**src/rtl/arm_defs_pkg.sv**
```systemverilog
// Shared encodings for the ARM-style pipeline: condition codes, instruction
// modes, opcodes, execute commands and the decoded control bundle.
package arm_defs_pkg;

    typedef enum logic [3:0] {
        COND_EQ = 4'b0000, COND_NE = 4'b0001, COND_CS = 4'b0010, COND_CC = 4'b0011,
        COND_MI = 4'b0100, COND_PL = 4'b0101, COND_VS = 4'b0110, COND_VC = 4'b0111,
        COND_HI = 4'b1000, COND_LS = 4'b1001, COND_GE = 4'b1010, COND_LT = 4'b1011,
        COND_GT = 4'b1100, COND_LE = 4'b1101, COND_AL = 4'b1110, COND_NV = 4'b1111
    } cond_e;

    typedef enum logic [1:0] {
        MODE_ARITH  = 2'b00,
        MODE_MEM    = 2'b01,
        MODE_BRANCH = 2'b10
    } mode_e;

    localparam logic [3:0] OP_AND = 4'b0000;
    localparam logic [3:0] OP_EOR = 4'b0001;
    localparam logic [3:0] OP_SUB = 4'b0010;
    localparam logic [3:0] OP_ADD = 4'b0100;
    localparam logic [3:0] OP_ADC = 4'b0101;
    localparam logic [3:0] OP_SBC = 4'b0110;
    localparam logic [3:0] OP_TST = 4'b1000;
    localparam logic [3:0] OP_CMP = 4'b1010;
    localparam logic [3:0] OP_ORR = 4'b1100;
    localparam logic [3:0] OP_MOV = 4'b1101;
    localparam logic [3:0] OP_MVN = 4'b1111;
    localparam logic [3:0] OP_LDR_STR = 4'b0100;

    localparam logic [3:0] EXE_NOP = 4'b0000;
    localparam logic [3:0] EXE_MOV = 4'b0001;
    localparam logic [3:0] EXE_ADD = 4'b0010;
    localparam logic [3:0] EXE_ADC = 4'b0011;
    localparam logic [3:0] EXE_SUB = 4'b0100;
    localparam logic [3:0] EXE_SBC = 4'b0101;
    localparam logic [3:0] EXE_AND = 4'b0110;
    localparam logic [3:0] EXE_ORR = 4'b0111;
    localparam logic [3:0] EXE_EOR = 4'b1000;
    localparam logic [3:0] EXE_MVN = 4'b1001;

    localparam logic [31:0] NOP_INSTR = 32'h0000_0000;

    typedef struct packed {
        logic [3:0] exe_cmd;
        logic       mem_r;
        logic       mem_w;
        logic       wb_en;
        logic       s;
        logic       b;
    } ctrl_t;

endpackage

```
**src/rtl/id_stage_if.sv**
```systemverilog
// Decode-stage output bundle towards the ID/EX latch.
interface id_stage_if;
    logic [31:0] pc;
    logic [31:0] rn_val;
    logic [31:0] rm_val;
    logic [3:0]  dest;
    logic [3:0]  src1;
    logic [3:0]  src2;
    logic [3:0]  exe_cmd;
    logic        mem_r;
    logic        mem_w;
    logic        wb_en_out;
    logic        s_out;
    logic        b_out;
    logic        imm;
    logic [11:0] shift_operand;
    logic [23:0] signed_imm24;
    logic        two_src;
    logic        valid;

    modport master (
        output pc, rn_val, rm_val, dest, src1, src2, exe_cmd, mem_r, mem_w,
               wb_en_out, s_out, b_out, imm, shift_operand, signed_imm24, two_src, valid
    );
    modport slave (
        input  pc, rn_val, rm_val, dest, src1, src2, exe_cmd, mem_r, mem_w,
               wb_en_out, s_out, b_out, imm, shift_operand, signed_imm24, two_src, valid
    );
endinterface

```
**src/rtl/register_file.sv**
```systemverilog
// 16x32 architectural register file: one synchronous write port and two
// combinational read ports that forward a same-cycle write.
module register_file (
    input  logic        clk,
    input  logic        rst,
    input  logic [3:0]  raddr1,
    input  logic [3:0]  raddr2,
    output logic [31:0] rdata1,
    output logic [31:0] rdata2,
    input  logic        wen,
    input  logic [3:0]  waddr,
    input  logic [31:0] wdata
);
    logic [31:0] regs [16];

    always_ff @(posedge clk) begin
        if (!rst) begin
            for (int i = 0; i < 16; i++) regs[i] <= '0;
        end else if (wen) begin
            regs[waddr] <= wdata;
        end
    end

    assign rdata1 = (wen && (waddr == raddr1)) ? wdata : regs[raddr1];
    assign rdata2 = (wen && (waddr == raddr2)) ? wdata : regs[raddr2];
endmodule

```
**src/rtl/id_stage.sv**
```systemverilog
// Instruction-decode stage: IF/ID latch, register file, field/control decode
// and condition-code gating feeding the ID/EX latch.
module id_stage
    import arm_defs_pkg::*;
(
    input  logic        clk,
    input  logic        rst,
    input  logic        freeze,
    input  logic        flush,
    input  logic [31:0] if_pc,
    input  logic [31:0] if_instruction,
    input  logic        wb_en,
    input  logic [3:0]  wb_dest,
    input  logic [31:0] wb_value,
    input  logic [3:0]  status,
    id_stage_if.master  id
);
    logic [31:0] pc_q;
    logic [31:0] instr_q;
    logic        valid_q;

    always_ff @(posedge clk) begin
        if (!rst || flush) begin
            pc_q    <= '0;
            instr_q <= NOP_INSTR;
            valid_q <= 1'b0;
        end else if (!freeze) begin
            pc_q    <= if_pc;
            instr_q <= if_instruction;
            valid_q <= 1'b1;
        end
    end

    logic [3:0] cond;
    mode_e      mode;
    logic [3:0] opcode;
    logic       s_bit;
    logic [3:0] rn;
    logic [3:0] rd;

    assign cond   = instr_q[31:28];
    assign mode   = mode_e'(instr_q[27:26]);
    assign opcode = instr_q[24:21];
    assign s_bit  = instr_q[20];
    assign rn     = instr_q[19:16];
    assign rd     = instr_q[15:12];

    function automatic logic cond_pass(input logic [3:0] c, input logic [3:0] nzcv);
        logic n, z, cy, v, r;
        {n, z, cy, v} = nzcv;
        case (c)
            COND_EQ: r = z;
            COND_NE: r = !z;
            COND_CS: r = cy;
            COND_CC: r = !cy;
            COND_MI: r = n;
            COND_PL: r = !n;
            COND_VS: r = v;
            COND_VC: r = !v;
            COND_HI: r = cy && !z;
            COND_LS: r = !cy || z;
            COND_GE: r = (n == v);
            COND_LT: r = (n != v);
            COND_GT: r = !z && (n == v);
            COND_LE: r = z || (n != v);
            COND_AL: r = 1'b1;
            default: r = 1'b0;
        endcase
        return r;
    endfunction

    // An empty latch decodes as NOP so exe_cmd also reads 0 after reset/flush.
    ctrl_t dec;
    always_comb begin
        dec = '0;
        if (valid_q) begin
            case (mode)
                MODE_ARITH: begin
                    dec.wb_en = 1'b1;
                    dec.s     = s_bit;
                    case (opcode)
                        OP_MOV:  dec.exe_cmd = EXE_MOV;
                        OP_MVN:  dec.exe_cmd = EXE_MVN;
                        OP_ADD:  dec.exe_cmd = EXE_ADD;
                        OP_ADC:  dec.exe_cmd = EXE_ADC;
                        OP_SUB:  dec.exe_cmd = EXE_SUB;
                        OP_SBC:  dec.exe_cmd = EXE_SBC;
                        OP_AND:  dec.exe_cmd = EXE_AND;
                        OP_ORR:  dec.exe_cmd = EXE_ORR;
                        OP_EOR:  dec.exe_cmd = EXE_EOR;
                        OP_CMP:  begin dec.exe_cmd = EXE_SUB; dec.wb_en = 1'b0; end
                        OP_TST:  begin dec.exe_cmd = EXE_AND; dec.wb_en = 1'b0; end
                        default: dec = '0;
                    endcase
                end
                MODE_MEM: begin
                    if (opcode == OP_LDR_STR) begin
                        dec.exe_cmd = EXE_ADD;
                        dec.mem_r   = s_bit;
                        dec.wb_en   = s_bit;
                        dec.mem_w   = !s_bit;
                    end
                end
                MODE_BRANCH: begin
                    dec.b       = 1'b1;
                    dec.exe_cmd = EXE_NOP;
                end
                default: dec = '0;
            endcase
        end
    end

    logic exec_ok;
    assign exec_ok = valid_q && cond_pass(cond, status);

    assign id.exe_cmd   = dec.exe_cmd;
    assign id.mem_r     = dec.mem_r && exec_ok;
    assign id.mem_w     = dec.mem_w && exec_ok;
    assign id.wb_en_out = dec.wb_en && exec_ok;
    assign id.s_out     = dec.s && exec_ok;
    assign id.b_out     = dec.b && exec_ok;

    assign id.pc            = pc_q;
    assign id.valid         = valid_q;
    assign id.dest          = rd;
    assign id.src1          = rn;
    assign id.src2          = id.mem_w ? rd : instr_q[3:0];
    assign id.imm           = instr_q[25];
    assign id.shift_operand = instr_q[11:0];
    assign id.signed_imm24  = instr_q[23:0];
    assign id.two_src       = !instr_q[25] || id.mem_w;

    register_file u_rf (
        .clk    (clk),
        .rst    (rst),
        .raddr1 (rn),
        .raddr2 (id.src2),
        .rdata1 (id.rn_val),
        .rdata2 (id.rm_val),
        .wen    (wb_en),
        .waddr  (wb_dest),
        .wdata  (wb_value)
    );
endmodule

```
**src/flat_wrapper.sv**
```systemverilog
// flat-port wrapper written by rule: the top's interface ports become plain ports
module id_stage_flat import arm_defs_pkg::*;
  (clk, rst, freeze, flush, if_pc, if_instruction, wb_en, wb_dest, wb_value, status, id_pc, id_rn_val, id_rm_val, id_dest, id_src1, id_src2, id_exe_cmd, id_mem_r, id_mem_w, id_wb_en_out, id_s_out, id_b_out, id_imm, id_shift_operand, id_signed_imm24, id_two_src, id_valid);
  id_stage_if id_i ();
  input  logic clk;
  input  logic rst;
  input  logic freeze;
  input  logic flush;
  input  logic [31:0] if_pc;
  input  logic [31:0] if_instruction;
  input  logic wb_en;
  input  logic [3:0] wb_dest;
  input  logic [31:0] wb_value;
  input  logic [3:0] status;
  output wire logic [$bits(id_i.pc)-1:0] id_pc;
  output wire logic [$bits(id_i.rn_val)-1:0] id_rn_val;
  output wire logic [$bits(id_i.rm_val)-1:0] id_rm_val;
  output wire logic [$bits(id_i.dest)-1:0] id_dest;
  output wire logic [$bits(id_i.src1)-1:0] id_src1;
  output wire logic [$bits(id_i.src2)-1:0] id_src2;
  output wire logic [$bits(id_i.exe_cmd)-1:0] id_exe_cmd;
  output wire logic [$bits(id_i.mem_r)-1:0] id_mem_r;
  output wire logic [$bits(id_i.mem_w)-1:0] id_mem_w;
  output wire logic [$bits(id_i.wb_en_out)-1:0] id_wb_en_out;
  output wire logic [$bits(id_i.s_out)-1:0] id_s_out;
  output wire logic [$bits(id_i.b_out)-1:0] id_b_out;
  output wire logic [$bits(id_i.imm)-1:0] id_imm;
  output wire logic [$bits(id_i.shift_operand)-1:0] id_shift_operand;
  output wire logic [$bits(id_i.signed_imm24)-1:0] id_signed_imm24;
  output wire logic [$bits(id_i.two_src)-1:0] id_two_src;
  output wire logic [$bits(id_i.valid)-1:0] id_valid;
  assign id_pc = id_i.pc;
  assign id_rn_val = id_i.rn_val;
  assign id_rm_val = id_i.rm_val;
  assign id_dest = id_i.dest;
  assign id_src1 = id_i.src1;
  assign id_src2 = id_i.src2;
  assign id_exe_cmd = id_i.exe_cmd;
  assign id_mem_r = id_i.mem_r;
  assign id_mem_w = id_i.mem_w;
  assign id_wb_en_out = id_i.wb_en_out;
  assign id_s_out = id_i.s_out;
  assign id_b_out = id_i.b_out;
  assign id_imm = id_i.imm;
  assign id_shift_operand = id_i.shift_operand;
  assign id_signed_imm24 = id_i.signed_imm24;
  assign id_two_src = id_i.two_src;
  assign id_valid = id_i.valid;
  id_stage u_core (.clk(clk), .rst(rst), .freeze(freeze), .flush(flush), .if_pc(if_pc), .if_instruction(if_instruction), .wb_en(wb_en), .wb_dest(wb_dest), .wb_value(wb_value), .status(status), .id(id_i));
endmodule
```
**config.mk**
```make
export PLATFORM = sky130hd
export DESIGN_NAME = id_stage_flat
export DESIGN_NICKNAME = d
export VERILOG_FILES = /design/src/rtl/arm_defs_pkg.sv /design/src/rtl/id_stage_if.sv /design/src/rtl/register_file.sv /design/src/rtl/id_stage.sv /design/src/flat_wrapper.sv
export SDC_FILE = /design/constraint.sdc
export NUM_CORES = 1
export LEC_CHECK = 0
export CORE_MARGIN = 5
export CORE_UTILIZATION = 30
export DETAILED_ROUTE_END_ITERATION = 7
export PLACE_DENSITY = 0.43
export SYNTH_ARGS = -nofsm -noshare
export SYNTH_HDL_FRONTEND = slang
export SYNTH_HIERARCHICAL = 1
export SYNTH_SLANG_ARGS = --single-unit
```
**constraint.sdc**
```tcl
create_clock -name clk -period 4.61 [get_ports clk]
set_clock_uncertainty 0.1 [all_clocks]
set_input_delay 0.461 -clock clk [delete_from_list [all_inputs] [get_ports clk]]
set_output_delay 0.461 -clock clk [all_outputs]
set_load 0.005 [all_outputs]
```
### Yosys cells after proc, flatten, opt, wreduce, memory -nomap -nowiden

Memory sizes are Yosys's and may differ from the RTL's. A register that Yosys moved wholly into a read port is not among the register bits.
Index checks and enable logic that the tools add are counted.

| cells by class | value |
|---|---|
| equal/unequal tests | 30 |
| muxes and demuxes | 22 |
| reductions and logical operators | 29 |

Operators with widths:

| cell | count |
|---|---|
| 32-bit 2-to-1 mux | 3 |
| 4-bit == test (second input constant) | 12 |
| 4-bit case mux with 9 select lines | 1 |
| 32-bit OR reduction | 1 |
| 4-bit by 3-bit == test with 1-bit output (second input constant) | 7 |
| 4-bit 2-to-1 mux | 4 |
| 1-bit case mux with 15 select lines | 1 |
| 4-bit by 2-bit == test with 1-bit output (second input constant) | 3 |
| 11-bit OR reduction | 1 |
| 1-bit logical AND | 10 |
| 9-bit 2-to-1 mux | 1 |
| 9-bit OR reduction | 1 |
| 4-bit by 1-bit == test with 1-bit output (second input constant) | 2 |
| 4-bit == test | 2 |
| 4-bit zero test | 2 |
| 4-bit case mux with 2 select lines | 1 |
| 1-bit zero test | 7 |
| 1-bit 2-to-1 mux | 7 |
| 3-bit case mux with 2 select lines | 1 |
| 5-bit 2-to-1 mux | 1 |
| 1-bit logical OR | 4 |
| 2-bit OR reduction | 2 |
| 2-bit by 1-bit == test with 1-bit output (second input constant) | 1 |
| 2-bit == test (second input constant) | 1 |
| 5 further kinds | 5 |

| word-level totals | value |
|---|---|
| flip-flop bits (word level) | 65 |
| memory bits (writable) | 512 |
| bits of input ports | 109 |
| output and inout port bits | 156 |
| word-level logic and storage cells | 85 |
| memories | 1 |

Memories:

| name | depth | width | read ports | clocked after Yosys merged registers in | write ports | RTL line | RTL |
|---|---|---|---|---|---|---|---|
| u_core.u_rf.regs | 16 | 32 | 2 | 1 | 16 | register_file.sv:14 | `logic [31:0] regs [16];` |

### Longest topological paths before layout

Gate-level depths: netlist of the first run.

| depth | value |
|---|---|
| depth in word-level cells | 10 |
| gate-level depth with buffers | 13 |

### By module

The synthesis of the first run kept the hierarchy.

Modules (own cells, without submodules):

| module | instances | cells each | area each (µm²) | sequential area each (µm²) |
|---|---|---|---|---|
| register_file | 1 | 1,768 | 27,333.7 | 15,374.7 |
| id_stage | 1 | 327 | 3,188.1 | 1,301.2 |

### Worst setup path before layout of the first run

OpenSTA, ideal clock, no wires.

| path | value |
|---|---|
| path type | in2reg |
| start | in rst |
| end | mem u_core.u_rf.regs[7][0] (enable) |
| arrival | 3.303 ns |
| slack | 0.741 ns |
| stages | 3 |
| buffers on the path | 1 |
| cells stage by stage | clkbuf_1 nand4b_1 o21ai_0 |

RTL lines:

| what | RTL line | RTL |
|---|---|---|
| start, declared | flat_wrapper.sv:6 | `input logic rst;` |
| end, declared | register_file.sv:14 |  |

### Worst setup path after layout of the first run

| path | value |
|---|---|
| start | in status[0] |
| end | out id_rm_val[2] |

| between the ends | value |
|---|---|
| longest elaborated chain between the ends | 9 |
| elaborated cells between the ends (all ways) | 13 |

RTL lines:

| what | RTL line | RTL |
|---|---|---|
| start, declared | flat_wrapper.sv:14 | `input logic [3:0] status;` |
| 1-bit inequality test / 1-bit == test (equally long branches) | n/a |  |
| 1-bit logical OR / 1-bit logical AND (equally long branches) | id_stage.sv:65, id_stage.sv:64 |  |
| 1-bit case mux with 15 select lines * | id_stage.sv:51 | `case (c)` |
| 1-bit logical AND * | id_stage.sv:114 | `assign exec_ok = valid_q && cond_pass(cond, status);` |
| 1-bit logical AND * | id_stage.sv:118 | `assign id.mem_w = dec.mem_w && exec_ok;` |
| 4-bit 2-to-1 mux * | id_stage.sv:127 | `assign id.src2 = id.mem_w ? rd : instr_q[3:0];` |
| branches (longest 2 deep; another with memory read 16 x 32 bit) | n/a |  |
| 32-bit 2-to-1 mux * | register_file.sv:25 | `assign rdata2 = (wen && (waddr == raddr2)) ? wdata : regs[raddr2];` |
| end, declared | flat_wrapper.sv:17 | `output wire logic [$bits(id_i.rm_val)-1:0] id_rm_val;` |

Every way passes the cells marked *.

==> results of run 1 <==
final timing paths:
path / slack [ns] / endpoint / depth (start not counted)
max: -0.01 / id_rm_val[2] / 15
min: 0.35 / u_core/instr_q[30] / 3
max reg2reg: 3.31 / u_core/instr_q[18] / 2
min reg2reg: 0.40 / u_core/id.pc[31] / 2
routing by layer:
layer / vias to the layer above / share of wire [%] / GRT usage (%)
li1: 8588 / - / -
met1: 10300 / 40 / 25.0
met2: 649 / 52 / 36.2
met5: - / 0 / 0
met3: 168 / 5.4 / 3.09
met4: 0 / 2.7 / 5.86
kinds of logic after synthesis:
group                    count (synthesis)  share of synthesized area, %
flip-flops                             577                          54.6
AO/OA/AOI/OAI                          153                          3.76
buffers and inverters                  245                          3.87
multiplexers                           391                          23.7
XOR/XNOR                                12                         0.344
adder cells (fa/ha/maj)                  1                        0.0328
AND/OR/NAND/NOR                        716                          13.6
area by class of cell:
class	count	share of cell area, %
inverters	5	0.0476
clock buffers	86	4.84
repair buffers	484	13.3
diodes	4	0.0254
clock inverters	43	0.994
multi-input cells	1275	34.1
well taps	1368	4.34
flip-flops and latches	577	42.4
layout by cell type, fill, tap and decap left out, types with 6 or more instances in the layout:
| cell | n |
|---|---|
| mux2_4 | 29 |
| nor2_4 | 14 |
| clkinv_2 | 14 |
| buf_6 | 50 |
| a22oi_1 | 80 |
| o21ai_4 | 12 |
| buf_4 | 126 |
| a22oi_2 | 44 |
| dfxtp_1 | 60 |
| clkinv_1 | 15 |
| clkbuf_1 | 11 |
| buf_12 | 56 |
| clkbuf_16 | 76 |
| mux2i_1 | 65 |
| nand2_1 | 63 |
| nor2_1 | 69 |
| mux2_2 | 39 |
| xor2_1 | 7 |
| buf_2 | 10 |
| and2_1 | 512 |
| bufinv_16 | 6 |
| clkdlybuf4s50_1 | 229 |
| edfxtp_1 | 512 |
| mux4_2 | 258 |
per-stage QoR:
| stage | hold WS [ns] | utilization (%) | instances |
|---|---|---|---|
| global placement | 0.382 | 35.3 | 3637 |
| finish | 0.349 | 38.8 | 3842 |
| CTS | 0.303 | 38.6 | 3832 |
| floorplan | 0.388 | - | 2095 |
| detailed placement | 0.390 | 35.3 | 3637 |
| global route | 0.327 | 38.8 | 3841 |
worst max-delay path, stage by stage:
cell,delay (ns)
clkdlybuf4s50_1,0.46
xnor2_2,0.26
and4bb_2,0.30
o41ai_4,0.35
a31oi_4,0.16
buf_6,0.15
mux2_4,0.39
buf_12,0.16
buf_12,0.13
buf_12,0.14
mux4_2,0.42
a22oi_2,0.19
nand2_1,0.08
mux2_4,0.28
buf_6,0.12
power breakdown:
group	leakage, nW	switching [mW]	total, mW	internal (mW)
Clock	1.14	2.29	5.58	3.29
Combinational	7.00	0.790	1.64	0.850
Sequential	5.42	0.156	6.13	5.97
repair_timing:
action,4_1_cts,5_1_grt
pin swaps,62,2
setup buffers,65,4
resized for setup,261,25
gates cloned,6,2
setup endpoints to repair,32,32
sequential cells by signal (all words and copies together), names as in the netlist:
register	flops
u_core/id.valid	1
u_core/instr_q	32
u_core/u_rf/regs	512
u_core/id.pc	32
==> results.md, run 1 <==
* Outcome: complete, but fails checks
* Failing checks: negative setup slack
* Area taken by multi-input logic gates at 13400 um^2
* Hold-fix buffers, CTS at 0
* Design Power at 13.4 mW
* Vias in the first global route at 20.9k
* Global-route wire length before repair at 156000 um
* Nets at 2525
* CTS buffer count at 73
* Post-Syn Instances at 2095
* Cell row count at 117
* CTS tree: yes
* Area leader, netlist: edfxtp_1
* Worst VDD drop at 0.000221 V
* Crit end category: output port
* Max Clock Freq at 216 MHz
* Min Tclk post-route at 4.62 ns
* Routed WL at 110000 um
* Synth warn at 6
* Path type of the worst min-delay path: in2reg
* Gr usage total at 20.1%
* Die height at 329 um
* Setup tns final at -0.0157 ns
* Tcrit/Tclk final at 100%
* Synth async-reset ratio at 0%
* Fraction of layout cells with a size suffix above 1 at 32.4%
* WP data arrival at 4.06 ns
* Post-synth EDFFs at 512
* Synth area leaders: edfxtp_1, mux4_2, and2_1
* P&R area growth vs syn at 29.1%
* FF-to-FF Start: u_core/instr_q[18]
* Clk sinks at 577
* Placed inst area at 35800 um^2
* Post-synth cell types at 53
* Relative slew slack at 25.2%
* Main synth FF type: edfxtp_1
* Dpl hpwl at 67900 um
* Core area at 101000 um^2
* Clock transition at path regs at 0.06 ns
* Fill count at 9361
* Root buf cell: clkbuf_16
* H-tree depth at 3
* Port bufs at 264
* Cell Pwr Density at 339 nW/um^2
* Slew Viols, Final at 0
* Max_cap viols at 0
* Netlist Area Pre-Place at 30500 um^2
* GPL Wtd Cong at 0.774
* Pre-CTS WS at -0.466 ns
* Area occupied by registers at 16700 um^2
* I/O Pins at 265
* Seq/Total Area, Yosys at 54.6%
* Initial antenna violation count at 6
* WS Path Type: in2out
* Full die area at 108000 um^2
* Synth Net Count at 2204
* Initial drt markers at 1575
* CP startpoint: status[0]
* Chip width at 329 um
* Data required time of the worst path at 4.05 ns
* Leak at 13.5 nW
* DRC violations left at 0
* Avg WL per Cell at 28.7 um
* Post-DR vias/cell at 5.13
* Worst Hold Launch: if_instruction[30]
* Vias at 19.7k
* RSZ-0062 raised after global routing: yes
* Syn avg cell area at 14.6 um^2
* Worst setup SP type: primary input
* Fin. Hold Viols at 0
* Synth Register Bits at 577
* Post-synth top cells: and2_1, edfxtp_1, mux4_2
* Final WS setup at -0.0114 ns
* Pin count of the biggest net entering global routing at 71
* Final setup violating endpoints at 3
* Share of the synthesized area in the top cell type at 50.4%
* CP Max Fanout at 8
* Final instance area at 39400 um^2
* Remaining Overflow, GRT at 0
* Initial Util at 30.1%
* Least-Margin Pin Slew at 1.12 ns
* TritonRoute pass-1 iters at 7
* Clk_lat worst skew at 0.61 ns
* Post-route ant nets at 0
* Clock Path Buffers at 3
Note: power is estimated with default switching activity, not from simulation.
==> run 2: changes to the inputs <==
CORE_MARGIN = 8   (was 5)
==> results.md, run 2 (synthesized netlist as in run 1, its figures left out) <==
* Outcome: complete, but fails checks
* Failing checks: negative setup slack
* Max_cap viols at 0 (unchanged)
* Leak at 13.2 nW (-2.5%)
* Vias in the first global route at 21.2k (+1.3%)
* WS Path Type: in2out
* H-tree depth at 3 (unchanged)
* Clock transition at path regs at 0.05 ns (about the same)
* Final WS setup at -0.111 ns (-0.0998 ns)
* Worst VDD drop at 0.000199 V (-10%)
* Pre-CTS WS at -0.469 ns (-0.00326 ns)
* Worst Hold Launch: if_instruction[9]
* Clock Path Buffers at 3 (unchanged)
* Slew Viols, Final at 0 (unchanged)
* Clk_lat worst skew at 0.62 ns (about the same)
* Placed inst area at 35700 um^2 (-0.36%)
* Max reg flops at 512 (unchanged)
* Crit end category: output port
* Path type of the worst min-delay path: in2reg
* I/O Pins at 265 (unchanged)
* Pin count of the biggest net entering global routing at 66 (-7.0%)
* Reg2reg setup slack at 3.01 ns (-0.30 ns)
* Final setup violating endpoints at 20 (+17)
* Commonest non-fill, non-tap cells in the layout: and2_1, edfxtp_1, mux4_2
* Least-Margin Pin Slew at 1.10 ns (-0.0178 ns)
* Tcrit/Tclk final at 102% (+2.2 points)
* WP data arrival at 4.16 ns (+0.10 ns)
* Initial drt markers at 1844 (+17%)
* Chip width at 335 um (+1.8%)
* Full die area at 112000 um^2 (+3.7%)
* Gr usage total at 19.5% (-0.57 points)
* Finished Core Util at 38.2% (-0.63 points)
* Worst setup SP type: primary input
* P&R area growth vs syn at 26.8%
* Flop pwr share at 46.7% (+0.8 points)
* Combinational share of power at 12.1% (-0.2 points)
* Worst r2r dst: u_core/instr_q[17]
* Post-DR vias/cell at 5.25 (+2.4%)
* Clock Power Share at 41.1% (-0.7 points)
* CTS buffer count at 73 (unchanged)
* Port bufs at 264 (unchanged)
* Sw frac at 24.4% (+0.21 points)
* DRC violations left at 0 (unchanged)
* CTS tree: yes
* Remaining Overflow, GRT at 0 (unchanged)
* Hold path cells at 3 (unchanged)
* Min Tclk post-route at 4.72 ns (+0.0998 ns)
* TritonRoute pass-1 iters at 5 (-2)
* Vias at 19.9k (+1.1%)
* Nets at 2481 (-1.7%)
* Largest Register: u_core/u_rf/regs
* Cell Pwr Density at 339 nW/um^2 (+0.19%)
* CP Max Fanout at 6 (-2)
* Die height at 335 um (+1.8%)
* Post-route ant nets at 0 (unchanged)
* Initial Util at 30.1% (+0.043 points)
* FF-to-FF Start: u_core/instr_q[17]
* Max Clock Freq at 212 MHz (-2.1%)
* GPL Wtd Cong at 0.771 (-0.36%)
* Cell row count at 117 (unchanged)
* R2r worst-path depth at 3 (+1)
* Data required time of the worst path at 4.05 ns (about the same)
* Clk sinks at 577 (unchanged)
* Final instance area at 38700 um^2 (-1.8%)
* Dpl hpwl at 68600 um (+1.1%)
* Global-route wire length before repair at 159000 um (+1.7%)
* P_sw at 3.21 mW (-0.72%)
* Root buf cell: clkbuf_16
* Fraction of layout cells with a size suffix above 1 at 30.1% (-2.4 points)
* RSZ-0062 raised after global routing: yes
* Initial antenna violation count at 12 (+6)
* Int Pwr at 9.93 mW (-1.8%)
* Relative slew slack at 26.4% (+1.2 points)
* Routed WL at 112000 um (+1.6%)
* Worst hold path endpoint: u_core/instr_q[9]
* Avg WL per Cell at 29.5 um (+2.8%)
* Fin. Hold Viols at 0 (unchanged)
* Core area at 101000 um^2 (-0.14%)
## run 2: changes by cell type in the layout (fill, tap and decap cells not counted), sizes merged
cell           previous run  this run
diode                     4         2
clkinv                   32        22
bufinv                    6         3
dlygate4sd2               0         1
clkbuf                   88        99
inv                      10         8
buf                     250       208
clkinvlp                  0         1
bufbuf                    1         0
clkdlybuf4s50           229       228
## run 2: worst max-delay path by stage
stage,depth (start not counted),endpoint,slack (ns),startpoint
finish,16,id_rm_val[3],-0.11,status[2]
global route,14,id_rm_val[31],-0.28,u_core/instr_q[31]
CTS,14,id_rm_val[16],-0.15,u_core/instr_q[30]
detailed placement,12,id_rm_val[10],-0.47,status[3]
global placement,12,id_rm_val[10],-0.48,status[3]
floorplan,3,u_core/u_rf/regs[7][0],0.74,rst
## run 2: final cells by class
cell class                 count  area, um^2
clock inverter                29         214
antenna                        2        5.00
multi-input combinational   1275       13400
tap                         1368        1710
sequential                   577       16700
fill                        9504       62600
inverter                       5        18.8
timing repair buffer         440        4740
clock buffer                  98        1960
## run 2: critical path, cell delays in order
cell and delay [ns]:
clkdlybuf4s50_1 0.48, buf_4 0.18, o32a_4 0.37, a41o_1 0.28
a31oi_4 0.23, buf_6 0.14, buf_12 0.09, mux2_4 0.35
buf_6 0.14, xor2_2 0.15, nor4_4 0.37, buf_6 0.23
buf_12 0.15, buf_8 0.11, mux2_4 0.30, buf_6 0.12
## run 2: per-stage QoR
stage	hold WS (ns)	setup TNS, ns	total power, mW	instances
3_5_place_dp	0.387	-12.64	7.79	3620
2_1_floorplan	0.388	0	6.97	2095
5_1_grt	0.327	-6.11	13.6	3792
3_3_place_gp	0.372	-12.09	7.77	3620
6_report	0.341	-1.37	13.1	3794
4_1_cts	0.291	-2.97	13.3	3778
## run 2: power groups by stage
stage	clock, mW	sequential, mW	combinational [mW]
5_1_grt	5.72	6.17	1.70
4_1_cts	5.55	6.14	1.57
3_5_place_dp	0	6.24	1.55
3_3_place_gp	0	6.23	1.54
2_1_floorplan	0	6.18	0.794
6_report	5.40	6.14	1.60
## run 2: per-layer routing
metal / GRT usage, % / vias to the layer above / wire length (um)
li1: - / 8478 / -
met1: 26.6 / 10400 / 48900
met2: 31.1 / 845 / 51400
met3: 4.50 / 168 / 8510
met4: 5.47 / 6 / 2950
met5: 0 / - / 35
## run 2: what timing repair did
| action | 4_1_cts | 5_1_grt |
|---|---|---|
| cloned | 4 | 1 |
| hold buffers | 0 | 0 |
| resized for setup | 197 | 65 |
| setup endpoints to repair | 32 | 32 |
| setup buffers | 28 | 14 |
| pin swaps | 11 | 33 |
